===== src/rtl/imm_pkg.sv =====
// Shared types for the registered immediate generator: format select
// encoding and the output-buffer entry layout.
package imm_pkg;

    typedef enum logic [2:0] {
        IMM_I     = 3'b000,
        IMM_U     = 3'b001,
        IMM_S     = 3'b010,
        IMM_J     = 3'b011,
        IMM_LD    = 3'b100,
        IMM_Z     = 3'b101,
        IMM_AUIPC = 3'b110,
        IMM_B     = 3'b111
    } imm_sel_e;

    // Entry fields are sized for the widest supported datapath and tag;
    // narrower configurations store zero-extended values and read back
    // only their low bits.
    localparam int IMM_MAX_W = 64;
    localparam int TAG_MAX_W = 16;

    typedef struct packed {
        logic [IMM_MAX_W-1:0] imm;
        logic [IMM_MAX_W-1:0] pc;
        logic [TAG_MAX_W-1:0] tag;
    } imm_entry_t;

endpackage


===== src/rtl/imm_format.sv =====
// Combinational immediate extraction for every RV format, including CSR
// zimm and the fused AUIPC target (PC + upper immediate, carry dropped).
module imm_format
    import imm_pkg::*;
#(
    parameter int DATA_WIDTH = 32
) (
    input  logic [31:0]           Instr,
    input  imm_sel_e              ImmSel,
    input  logic [DATA_WIDTH-1:0] PC,
    output logic [DATA_WIDTH-1:0] imm
);

    logic [DATA_WIDTH-1:0] u_imm;
    logic                  unused_opcode;

    // The opcode field never contributes to an immediate.
    assign unused_opcode = ^Instr[6:0];

    assign u_imm = DATA_WIDTH'($signed({Instr[31:12], 12'b0}));

    always_comb begin
        imm = '0;
        case (ImmSel)
            IMM_I, IMM_LD: imm = DATA_WIDTH'($signed(Instr[31:20]));
            IMM_S:         imm = DATA_WIDTH'($signed({Instr[31:25], Instr[11:7]}));
            IMM_B:         imm = DATA_WIDTH'($signed({Instr[31], Instr[7], Instr[30:25],
                                                      Instr[11:8], 1'b0}));
            IMM_J:         imm = DATA_WIDTH'($signed({Instr[31], Instr[19:12], Instr[20],
                                                      Instr[30:21], 1'b0}));
            IMM_U:         imm = u_imm;
            IMM_AUIPC:     imm = PC + u_imm;
            IMM_Z:         imm = DATA_WIDTH'(Instr[19:15]);
            default:       imm = '0;
        endcase
    end

endmodule


===== src/rtl/imm_gen_pipe.sv =====
// Registered immediate generator: computes the immediate on acceptance and
// queues {imm, pc, tag} in a DEPTH-entry FIFO toward the execute stage.
module imm_gen_pipe
    import imm_pkg::*;
#(
    parameter int DATA_WIDTH  = 32,
    parameter int INSTR_WIDTH = 32,
    parameter int DEPTH       = 2,
    parameter int TAG_WIDTH   = 5
) (
    input  logic                     clk,
    input  logic                     rst,
    input  logic                     flush,
    input  logic                     in_valid,
    output logic                     in_ready,
    input  logic [INSTR_WIDTH-1:0]   Instr,
    input  logic [2:0]               ImmSel,
    input  logic [DATA_WIDTH-1:0]    PC,
    input  logic [TAG_WIDTH-1:0]     in_tag,
    output logic                     out_valid,
    input  logic                     out_ready,
    output logic [DATA_WIDTH-1:0]    ImmExt,
    output logic [DATA_WIDTH-1:0]    out_pc,
    output logic [TAG_WIDTH-1:0]     out_tag,
    output logic [$clog2(DEPTH):0]   count
);

    localparam int PW = $clog2(DEPTH);
    localparam int CW = PW + 1;

    imm_entry_t            mem [DEPTH];
    logic [PW-1:0]         wr_ptr;
    logic [PW-1:0]         rd_ptr;
    logic [DATA_WIDTH-1:0] imm_val;
    imm_entry_t            wr_entry;
    logic                  push;
    logic                  pop;

    imm_format #(
        .DATA_WIDTH(DATA_WIDTH)
    ) u_format (
        .Instr  (Instr),
        .ImmSel (imm_sel_e'(ImmSel)),
        .PC     (PC),
        .imm    (imm_val)
    );

    // Handshake: a beat moves on a rising edge where valid && ready. in_ready
    // depends only on registered count, so a pop cannot open room for a push
    // in the same cycle; out_valid/head data hold until the beat is taken.
    assign in_ready  = (count != CW'(DEPTH));
    assign out_valid = (count != '0);
    assign push      = in_valid && in_ready;
    assign pop       = out_valid && out_ready;

    always_comb begin
        wr_entry     = '0;
        wr_entry.imm = IMM_MAX_W'(imm_val);
        wr_entry.pc  = IMM_MAX_W'(PC);
        wr_entry.tag = TAG_MAX_W'(in_tag);
    end

    always_ff @(posedge clk) begin
        if (rst) begin
            count  <= '0;
            wr_ptr <= '0;
            rd_ptr <= '0;
            for (int i = 0; i < DEPTH; i++) begin
                mem[i] <= '0;
            end
        end else if (flush) begin
            count  <= '0;
            wr_ptr <= '0;
            rd_ptr <= '0;
        end else begin
            if (push) begin
                mem[wr_ptr] <= wr_entry;
                wr_ptr      <= wr_ptr + PW'(1);
            end
            if (pop) begin
                rd_ptr <= rd_ptr + PW'(1);
            end
            case ({push, pop})
                2'b10:   count <= count + CW'(1);
                2'b01:   count <= count - CW'(1);
                default: count <= count;
            endcase
        end
    end

    assign ImmExt  = mem[rd_ptr].imm[DATA_WIDTH-1:0];
    assign out_pc  = mem[rd_ptr].pc[DATA_WIDTH-1:0];
    assign out_tag = mem[rd_ptr].tag[TAG_WIDTH-1:0];

endmodule


===== config.mk =====
export PLATFORM = sky130hd
export DESIGN_NAME = imm_gen_pipe
export DESIGN_NICKNAME = d
export VERILOG_FILES = /design/src/rtl/imm_pkg.sv /design/src/rtl/imm_format.sv /design/src/rtl/imm_gen_pipe.sv
export SDC_FILE = /design/constraint.sdc
export NUM_CORES = 1
export LEC_CHECK = 0
export CAP_MARGIN = 20
export CELL_PAD_IN_SITES_DETAIL_PLACEMENT = 0
export CELL_PAD_IN_SITES_GLOBAL_PLACEMENT = 1
export CORE_MARGIN = 4
export CORE_UTILIZATION = 46
export CTS_CLUSTER_DIAMETER = 120
export DETAILED_ROUTE_END_ITERATION = 8
export DONT_BUFFER_PORTS = 1
export PLACE_DENSITY = 0.75
export SLEW_MARGIN = 20
export SYNTH_ARGS = -nofsm -noshare
export SYNTH_HDL_FRONTEND = slang
export SYNTH_HIERARCHICAL = 1
export SYNTH_SLANG_ARGS = --single-unit

===== constraint.sdc =====
create_clock -name clk -period 3.4 [get_ports clk]
set_input_delay 1.02 -clock clk [delete_from_list [all_inputs] [get_ports clk]]
set_output_delay 1.02 -clock clk [all_outputs]
set_load 0.01 [all_outputs]

; Word-level counts from Yosys, hierarchy flattened
; Memories as Yosys holds them, arrays and structs flattened. A register that Yosys moved wholly into a read port is not among the register bits.
; Index checks and enable logic that the tools add are counted.
[totals]
ff_bits = 4
latch_bits = 0
ram_bits = 138
rom_bits = 0
inputBits = 77
output_inout_bits = 73
n_memories = 1
[mem_list]
columns = memory, words, width, rd, rd_clocked_by_memory_dff, wr, line
row1 = mem, 2, 69, 1, 1, 2, imm_gen_pipe.sv:31  ; imm_entry_t mem [DEPTH];
[classes]
addsub = 5
n_mul = 0
div = 0
magnitude_cmp = 0
eq_ne = 10
shifts = 0
n_mux = 13
n_bitwise = 0
reduce_logical = 8
[op_table]
columns = operator, n
row1 = $pmux W32 S7, 1
row2 = $mux W69, 1
row3 = $reduce_or A69 Y1, 1
row4 = $add A32 B32 Y32, 1
row5 = $eq A3 B3 Y1 const B, 4
row6 = $mux W1, 10
row7 = $eq A3 B2 Y1 const B, 2
row8 = $pmux W2 S2, 1
row9 = $reduce_bool A2 Y1, 2
row10 = $reduce_or A2 Y1, 2
row11 = $eq A3 B1 Y1 const B, 1
row12 = $logic_not A3 Y1, 1
row13 = $add A1 B1 Y1 const B, 2
row14 = $add A2 B1 Y2 const B, 1
row15 = $eq A2 B1 Y1 const B, 1
row16 = $eq A2 B2 Y1 const B, 1
row17 = $logic_and A1 B1 Y1, 2
row18 = $ne A2 B2 Y1 const B, 1
row19 = $sub A2 B1 Y2 const B, 1

; Logic depth before layout (Yosys ltp)
; Gate-level depths: netlist of run 1.
[logic_depth]
ltp_word = 8
depth_mapped = 10
depth_no_buf = 10

; By module
; Netlist of run 1, hierarchy kept.
[modules_own_cells]
columns = module, instances, cells_per_inst, area_each_um2
row1 = imm_gen_pipe, 1, 398, 6179.7
row2 = imm_format, 1, 251, 1781.7

; Least setup slack after synthesis of run 1
; Ideal clock, no wire load.
[synth_path]
kind = input to register
start = input port Instr[12]
end = memory mem[0][61] in the netlist's numbering, data pin
arrival_ns = 2.974
required_time_ns = 3.145
setup_slack_ns = 0.171
stages = 10
n_path_buf = 0
cell_sequence = ha_1 -> fa_1 -> a21o_1 -> a221oi_2 -> o21ai_2 -> nand3_2 -> o21ai_1 -> xor2_1 -> a221o_1 -> and2_1
[synth_lines]
columns = element, line
row1 = start: declaration, imm_gen_pipe.sv:16  ; input logic [INSTR_WIDTH-1:0] Instr,
row2 = end: declaration, imm_gen_pipe.sv:31

==> results of run 1 <==
## worst paths after layout
| path | from | to | slack (ns) |
|---|---|---|---|
| setup / recovery | Instr[12] | mem[0][63]$_SDFFCE_PN0P_ | 0.40 |
| hold / removal | wr_ptr$_SDFFE_PP0P_ | wr_ptr$_SDFFE_PP0P_ | 0.54 |
| setup reg to reg | count[0]$_SDFFE_PP0P_ | mem[0][30]$_SDFFCE_PN0P_ | 1.47 |
| hold reg to reg | wr_ptr$_SDFFE_PP0P_ | wr_ptr$_SDFFE_PP0P_ | 0.54 |
## flip-flops by register name, summed over array words and instances (netlist names), named ones only
register and count:
rd_ptr 1, mem 138, count 2, wr_ptr 1
## cells by family (layout without fill, tap and decap cells)
logic type      Yosys count  after routing  synth area share (%)
simple gates            221            221                  16.6
mux                      76             76                  10.7
xor+xnor                 17             17                  1.87
compound gates          121            121                  10.5
buf+inv                  50             55                  3.65
flops                   143            143                  53.3
fa+ha+maj                21             21                  3.39
## final cells by class
cell class | count | area, µm²
Inverter | 8 | 30.0
Sequential cell | 143 | 4250
Clock inverter | 13 | 140
Tap cell | 220 | 275
Clock buffer | 19 | 433
Fill cell | 1463 | 8080
Multi-Input combinational cell | 456 | 3430
Timing Repair Buffer | 15 | 125
## synth_stat cells (7+ instances only)
library cell               instances
sky130_fd_sc_hd__a21oi_1          40
sky130_fd_sc_hd__a221o_1           9
sky130_fd_sc_hd__a22o_1           18
sky130_fd_sc_hd__and2_1          139
sky130_fd_sc_hd__buf_2             9
sky130_fd_sc_hd__buf_6             7
sky130_fd_sc_hd__clkbuf_1          8
sky130_fd_sc_hd__clkbuf_2         14
sky130_fd_sc_hd__edfxtp_1        138
sky130_fd_sc_hd__ha_1             20
sky130_fd_sc_hd__inv_1             8
sky130_fd_sc_hd__mux2_2           74
sky130_fd_sc_hd__nand2_1          23
sky130_fd_sc_hd__nor2_1           20
sky130_fd_sc_hd__nor2b_1          10
sky130_fd_sc_hd__o21ai_0          21
sky130_fd_sc_hd__xnor2_1           8
sky130_fd_sc_hd__xor2_1            9
## worst max-delay path, cell delays in order
cell	delay, ns
sky130_fd_sc_hd__ha_1	0.20
sky130_fd_sc_hd__fa_1	0.41
sky130_fd_sc_hd__a21o_1	0.20
sky130_fd_sc_hd__a221oi_2	0.33
sky130_fd_sc_hd__o21ai_2	0.14
sky130_fd_sc_hd__a31oi_1	0.28
sky130_fd_sc_hd__o21bai_1	0.12
sky130_fd_sc_hd__xnor2_1	0.20
sky130_fd_sc_hd__o21ai_0	0.12
sky130_fd_sc_hd__and2_1	0.15
## per-stage QoR
step / worst slack (ns) / hold WS, ns
detailed placement: -0.0323 / 0.508
global route: 0.232 / 0.588
floorplan: 0.171 / 0.481
finish: 0.402 / 0.539
CTS: 0.412 / 0.544
global placement: 0.0253 / 0.497
## where the power goes
part           internal (mW)  switching (mW)
combinational          0.209           0.304
clock                   1.08           0.714
sequential              2.02          0.0263
## metal layers
metal | up-vias | track usage, % | part of all wire [%] | wire, µm
li1 | 2357 | - | - | -
met1 | 2405 | 24.5 | 43 | 8140
met5 | - | 0 | 0 | 0
met3 | 15 | 7.86 | 7.7 | 1450
met4 | 0 | 5.61 | 1.2 | 217
met2 | 133 | 31.5 | 48 | 9030
==> summary.json, run 1 <==
{
  "post_synthesis_cell_area": {"value": 7960, "unit": "µm²"},
  "tritoncts": {"value": "yes"},
  "critical_path_required": {"value": 3.57, "unit": "ns"},
  "num-nets-final": {"value": 739},
  "critPathArrivalTime": {"value": 3.17, "unit": "ns"},
  "grt_max_degree": {"value": 70},
  "grt-ovfl-total": {"value": 0},
  "wire_per_inst": {"value": 21.6, "unit": "µm"},
  "die_height": {"value": 140, "unit": "µm"},
  "clock_skew": {"value": 0.00954, "unit": "ns"},
  "start_util": {"value": 47.5, "unit": "%"},
  "synth_area_leader_cell": {"value": "sky130_fd_sc_hd__edfxtp_1"},
  "ios": {"value": 150},
  "p_total": {"value": 4.36, "unit": "mW"},
  "syn_inst": {"value": 649},
  "place.detailed.instances": {"value": 842},
  "floorplan.core_area": {"value": 16800, "unit": "µm²"},
  "groute.usage.overall": {"value": 19.6, "unit": "%"},
  "cts_repair_resize_count": {"value": 0},
  "grt_first_pass_wirelength": {"value": 29300, "unit": "µm"},
  "timing.hold.worst.class": {"value": "flip-flop to flip-flop"},
  "leakagePower": {"value": 3.27, "unit": "nW"},
  "postSynth.asyncResetShare": {"value": 0, "unit": "%"},
  "route.detailed.drc": {"value": 0},
  "timing.max_cap.violations": {"value": 0},
  "finalHoldViolCount": {"value": 0},
  "first_iter_violations": {"value": 335},
  "yosys-top-cells-area": {"value": "sky130_fd_sc_hd__edfxtp_1 52%, sky130_fd_sc_hd__and2_1 11%, sky130_fd_sc_hd__mux2_2 10%, sky130_fd_sc_hd__ha_1 3.1%, sky130_fd_sc_hd__a21oi_1 2.5%"},
  "postRouteWirelength": {"value": 18800, "unit": "µm"},
  "dp_hpwl": {"value": 13400, "unit": "µm"},
  "cts_setup_buffers": {"value": 0},
  "initial_antenna_violation_count": {"value": 0},
  "cts_max_path_buffers": {"value": 2},
  "buffer_ports.inserted": {"value": 0},
  "final.min_clock_period": {"value": 3.00, "unit": "ns"},
  "antenna_cell_count": {"value": 0},
  "rsz0062_at_grt": {"value": "false"},
  "finalSetupTns": {"value": 0, "unit": "ns"},
  "clock_sinks": {"value": 143},
  "final_setup_violation_count": {"value": 0},
  "outcome": {"value": "completed"},
  "via_count": {"value": 4910},
  "layout.cells.most_common_list": {"value": "139 x sky130_fd_sc_hd__and2_1, 138 x sky130_fd_sc_hd__edfxtp_1, 74 x sky130_fd_sc_hd__mux2_2"},
  "most_common_cell_after_layout_fill_and_taps_aside": {"value": "sky130_fd_sc_hd__and2_1"},
  "synthesis.nets": {"value": 747},
  "number_of_different_library_cells_in_the_post_synthesis_netlist": {"value": 58},
  "drtPass1Iterations": {"value": 5},
  "worstRegToRegCells": {"value": 4},
  "placed_cell_area": {"value": 8110, "unit": "µm²"},
  "ant_nets": {"value": 0},
  "yosys_warnings": {"value": 6},
  "grt_pass1_vias": {"value": 5025},
  "fmax_achieved": {"value": 334, "unit": "MHz"},
  "cts_max_level": {"value": 4},
  "worst_vdd_drop": {"value": 0.327, "unit": "mV"},
  "crit_path_end_kind": {"value": "flip-flop"},
  "drive_above_1_share": {"value": 20.8, "unit": "%"},
  "synth.avg_cell_area": {"value": 12.3, "unit": "µm²"},
  "final_design_area_no_fill": {"value": 8680, "unit": "µm²"},
  "post-synth-top-area-fraction": {"value": 52.1, "unit": "%"},
  "avgViaCountPerCell": {"value": 5.62},
  "row_count": {"value": 47},
  "ys_seq_area_share": {"value": 53.3, "unit": "%"},
  "power_per_cell_area": {"value": 502, "unit": "nW/µm²"},
  "synth-seq-cells": {"value": 143},
  "synth-edff-count": {"value": 138},
  "slew_headroom": {"value": 57.1, "unit": "%"},
  "critical_path_peak_fanout": {"value": 3},
  "layout.cells.non_filler": {"value": 874},
  "numCtsBuffers": {"value": 17},
  "hold_buffers": {"value": 0},
  "ratio_of_final_minimum_period_to_clock_period": {"value": 88.2, "unit": "%"},
  "finish.utilization": {"value": 51.8, "unit": "%"},
  "root_buffer": {"value": "sky130_fd_sc_hd__clkbuf_16"},
  "worst_skew_pair.late_latency": {"value": 0.43, "unit": "ns"},
  "worstMarginPinSlew": {"value": 0.642, "unit": "ns"},
  "criticalPathCategory": {"value": "primary input to flip-flop"},
  "ys.flop_type": {"value": "sky130_fd_sc_hd__edfxtp_1"},
  "timing.critical_path.from_type": {"value": "primary input"},
  "finalMaxSlewViolations": {"value": 0},
  "gpl.final_weighted_congestion": {"value": 0.817},
  "dieArea": {"value": 19500, "unit": "µm²"},
  "path_clk_slew": {"value": 0.06, "unit": "ns"},
  "die_w": {"value": 140, "unit": "µm"},
  "hold_path_depth": {"value": 2},
  "layout-area-overhead-vs-synth": {"value": 9.07, "unit": "%"}
}
Note: power is estimated with default switching activity, not from simulation.
==> inputs of run 2 (changes only) <==
--- a/config.mk
+++ b/config.mk
@@ -8,12 +8,13 @@
 export CAP_MARGIN = 20
 export CELL_PAD_IN_SITES_DETAIL_PLACEMENT = 0
 export CELL_PAD_IN_SITES_GLOBAL_PLACEMENT = 1
-export CORE_MARGIN = 4
-export CORE_UTILIZATION = 46
+export CORE_MARGIN = 10
+export CORE_UTILIZATION = 48
+export CTS_BUF_LIST = sky130_fd_sc_hd__clkbuf_2
 export CTS_CLUSTER_DIAMETER = 120
 export DETAILED_ROUTE_END_ITERATION = 8
 export DONT_BUFFER_PORTS = 1
-export PLACE_DENSITY = 0.75
+export PLACE_DENSITY = 0.78
 export SLEW_MARGIN = 20
 export SYNTH_ARGS = -nofsm -noshare
 export SYNTH_HDL_FRONTEND = slang
==> run 2 against run 1 <==
  * Die area increased by 14%
  * Utilization decreased by 0.71 points
  * Highest routed layer unchanged
  * Sequential cell count unchanged
  * Critical path type is now flip-flop to output pin
  * Combinational power about the same
  * Design area decreased by 3.4%
  * Power decreased by 18%
  * Via count decreased by 0.39%
  * Setup slack got worse by 0.15 ns
  * Sequential power about the same
==> summary.json, run 2 (synthesis results as in run 1) <==
{
  "outcome": {"value": "completed", "change": "unchanged"},
  "reg2reg_setup_slack": {"value": 1.46, "unit": "ns", "change": "was 1.47 ns"},
  "cts_setup_buffers": {"value": 0, "change": "unchanged"},
  "final_design_area_no_fill": {"value": 8380, "unit": "µm²", "change": "was 8680 µm²"},
  "largest_register_ffs": {"value": 138, "change": "unchanged"},
  "fin_ws": {"value": 0.248, "unit": "ns", "change": "was 0.402 ns"},
  "placed_cell_area": {"value": 8130, "unit": "µm²", "change": "was 8110 µm²"},
  "num-nets-final": {"value": 738, "change": "was 739"},
  "worst_vdd_drop": {"value": 0.182, "unit": "mV", "change": "was 0.327 mV"},
  "largest-register": {"value": "mem", "change": "unchanged"},
  "timing.max_cap.violations": {"value": 0, "change": "unchanged"},
  "groute.usage.overall": {"value": 17.5, "unit": "%", "change": "was 19.6%"},
  "first_iter_violations": {"value": 350, "change": "was 335"},
  "fmax_achieved": {"value": 317, "unit": "MHz", "change": "was 334 MHz"},
  "die_w": {"value": 149, "unit": "µm", "change": "was 140 µm"},
  "root_buffer": {"value": "sky130_fd_sc_hd__clkbuf_2", "change": "was sky130_fd_sc_hd__clkbuf_16"},
  "path_clk_slew": {"value": 0.22, "unit": "ns", "change": "was 0.06 ns"},
  "worst_skew_pair.late_latency": {"value": 0.71, "unit": "ns", "change": "was 0.43 ns"},
  "timing.critical_path.from_type": {"value": "flip-flop", "change": "was primary input"},
  "ios": {"value": 150, "change": "unchanged"},
  "cpPeakStageDelay": {"value": 0.67, "unit": "ns", "change": "was 0.41 ns"},
  "cp_cell_sequence": {"value": "buf_12 -> mux2_2", "change": "was ha_1 -> fa_1 -> a21o_1 -> a221oi_2 -> o21ai_2 -> a31oi_1 -> o21bai_1 -> xnor2_1 -> o21ai_0 -> and2_1"},
  "reg.largest.list": {"value": "mem: 138 flops, count: 2 flops", "change": "unchanged"},
  "criticalPathCategory": {"value": "flip-flop to output pin", "change": "was primary input to flip-flop"},
  "numCtsBuffers": {"value": 17, "change": "unchanged"},
  "initial_antenna_violation_count": {"value": 1, "change": "was 0"},
  "wire_per_inst": {"value": 22.1, "unit": "µm", "change": "was 21.6 µm"},
  "critical_path_required": {"value": 2.38, "unit": "ns", "change": "was 3.57 ns"},
  "drive_above_1_share": {"value": 20.8, "unit": "%", "change": "about the same"},
  "critical_path_peak_fanout": {"value": 40, "change": "was 3"},
  "p_total": {"value": 3.59, "unit": "mW", "change": "was 4.36 mW"},
  "dp_worst_setup_slack": {"value": -0.0231, "unit": "ns", "change": "was -0.0323 ns"},
  "clock_sinks": {"value": 143, "change": "unchanged"},
  "area.sequential": {"value": 4250, "unit": "µm²", "change": "unchanged"},
  "avgViaCountPerCell": {"value": 5.60, "change": "was 5.62"},
  "multiInputGateArea": {"value": 3430, "unit": "µm²", "change": "unchanged"},
  "drtPass1Iterations": {"value": 5, "change": "unchanged"},
  "grt_first_pass_wirelength": {"value": 29200, "unit": "µm", "change": "was 29300 µm"},
  "dp_hpwl": {"value": 14000, "unit": "µm", "change": "was 13400 µm"},
  "grt_pass1_vias": {"value": 4881, "change": "was 5025"},
  "grt-ovfl-total": {"value": 0, "change": "unchanged"},
  "die_height": {"value": 149, "unit": "µm", "change": "was 140 µm"},
  "critPathArrivalTime": {"value": 2.13, "unit": "ns", "change": "was 3.17 ns"},
  "rsz0062_at_grt": {"value": "false", "change": "unchanged"},
  "timing.rr.start": {"value": "count[0]$_SDFFE_PP0P_", "change": "unchanged"},
  "hold_path.startpoint": {"value": "PC[8]", "change": "was wr_ptr$_SDFFE_PP0P_"},
  "hold_buffers": {"value": 0, "change": "unchanged"},
  "worstRegToRegCells": {"value": 4, "change": "unchanged"},
  "worstMarginPinSlew": {"value": 0.745, "unit": "ns", "change": "was 0.642 ns"},
  "grt_max_degree": {"value": 70, "change": "unchanged"},
  "crit_path_end_kind": {"value": "output pin", "change": "was flip-flop"},
  "start_util": {"value": 48.5, "unit": "%", "change": "was 47.5%"},
  "hold_path_end": {"value": "mem[0][13]$_SDFFCE_PN0P_", "change": "was wr_ptr$_SDFFE_PP0P_"},
  "most_common_cell_after_layout_fill_and_taps_aside": {"value": "sky130_fd_sc_hd__and2_1", "change": "unchanged"},
  "row_count": {"value": 47, "change": "unchanged"},
  "fillers": {"value": 1436, "change": "was 1463"},
  "slew_headroom": {"value": 50.2, "unit": "%", "change": "was 57.1%"},
  "timing.hold.worst.class": {"value": "primary input to flip-flop", "change": "was flip-flop to flip-flop"},
  "dieArea": {"value": 22100, "unit": "µm²", "change": "was 19500 µm²"},
  "final.min_clock_period": {"value": 3.15, "unit": "ns", "change": "was 3.00 ns"},
  "leakagePower": {"value": 3.14, "unit": "nW", "change": "was 3.27 nW"},
  "finalMaxSlewViolations": {"value": 0, "change": "unchanged"},
  "gpl.final_weighted_congestion": {"value": 0.890, "change": "was 0.817"},
  "cts_max_path_buffers": {"value": 2, "change": "unchanged"},
  "crit_slowest_cell": {"value": "sky130_fd_sc_hd__dfxtp_4", "change": "was sky130_fd_sc_hd__fa_1"},
  "layout.cells.most_common_list": {"value": "139 x sky130_fd_sc_hd__and2_1, 138 x sky130_fd_sc_hd__edfxtp_1, 74 x sky130_fd_sc_hd__mux2_2", "change": "unchanged"},
  "buffer_ports.inserted": {"value": 0, "change": "unchanged"},
  "ratio_of_final_minimum_period_to_clock_period": {"value": 92.7, "unit": "%", "change": "was 88.2%"},
  "ant_nets": {"value": 0, "change": "unchanged"},
  "final_setup_violation_count": {"value": 0, "change": "unchanged"},
  "final_hold_slack": {"value": 0.484, "unit": "ns", "change": "was 0.539 ns"},
  "finalHoldViolCount": {"value": 0, "change": "unchanged"},
  "power_per_cell_area": {"value": 428, "unit": "nW/µm²", "change": "was 502 nW/µm²"},
  "floorplan.core_area": {"value": 16400, "unit": "µm²", "change": "was 16800 µm²"},
  "route.detailed.drc": {"value": 0, "change": "unchanged"},
  "tritoncts": {"value": "yes", "change": "unchanged"},
  "cts_repair_resize_count": {"value": 0, "change": "unchanged"},
  "via_count": {"value": 4891, "change": "was 4910"},
  "layout-area-overhead-vs-synth": {"value": 5.31, "unit": "%", "change": "was 9.07%"},
  "cts_max_level": {"value": 4, "change": "unchanged"},
  "postRouteWirelength": {"value": 19300, "unit": "µm", "change": "was 18800 µm"},
  "hold_path_depth": {"value": 1, "change": "was 2"},
  "worst_r2r_endpoint": {"value": "mem[1][67]$_SDFFCE_PN0P_", "change": "was mem[0][30]$_SDFFCE_PN0P_"},
  "clock_skew": {"value": 0.0320, "unit": "ns", "change": "was 0.00954 ns"}
}
[run 2: cell types whose count changed in the layout (fill, tap and decap cells not counted), moves of 2 or more]
cell,before,now
sky130_fd_sc_hd__buf_12,1,3
sky130_fd_sc_hd__buf_4,14,11
sky130_fd_sc_hd__clkbuf_1,2,0
sky130_fd_sc_hd__clkbuf_16,17,0
sky130_fd_sc_hd__clkbuf_2,0,17
sky130_fd_sc_hd__clkinvlp_4,2,4
[run 2: critical path, delay by kind of cell, from the launching register on]
| kind | cells | cell delay [ns] |
|---|---|---|
| buf+inv | 1 | 0.29 |
| mux | 1 | 0.42 |
| flops | 1 | 0.67 |
[run 2: where the power goes]
group	internal (mW)	total (mW)	switching, mW
Combinational	0.213	0.516	0.303
Sequential	2.02	2.04	0.0259
Clock	0.404	1.03	0.627
Total	2.63	3.59	0.956
[run 2: how the worst max path moves through the flow]
stage	slack, ns	from	end	cells after the start
final	0.25	flip-flop	ImmExt[0]	2
after global routing	0.05	flip-flop	ImmExt[24]	2
after CTS	0.14	flip-flop	ImmExt[0]	2
after detailed placement	-0.02	Instr[12]	mem[1][63]$_SDFFCE_PN0P_	10
after global placement	-0.05	Instr[12]	mem[0][63]$_SDFFCE_PN0P_	10
after floorplan	0.17	Instr[12]	mem[0][61]$_SDFFCE_PN0P_	10
[run 2: layout make-up]
| type | count | area share (%) |
|---|---|---|
| flip-flops and latches | 143 | 50.7 |
| multi-input cells | 456 | 40.9 |
| well taps | 220 | 3.28 |
| clock inverters | 15 | 2.01 |
| repair buffers | 14 | 1.70 |
| clock buffers | 17 | 1.01 |
| inverters | 8 | 0.358 |
| diodes | 1 | 0.0298 |
[run 2: metrics by stage]
stage                     util [%]  instances  setup TNS (ns)
after detailed placement      49.5        841         -0.0462
after CTS                     51.1        873               0
after global placement        49.5        841         -0.0904
after floorplan                  -        649               0
after global routing          51.1        874               0
final                         51.1        874               0
[run 2: layer usage]
| metal | part of all wire, % | up-vias | track usage [%] |
|---|---|---|---|
| met5 | 0 | - | 0 |
| met4 | 1.4 | 0 | 5.35 |
| met3 | 7.3 | 20 | 6.55 |
| met2 | 49 | 143 | 28.0 |
| met1 | 43 | 2367 | 21.6 |
| li1 | - | 2361 | - |
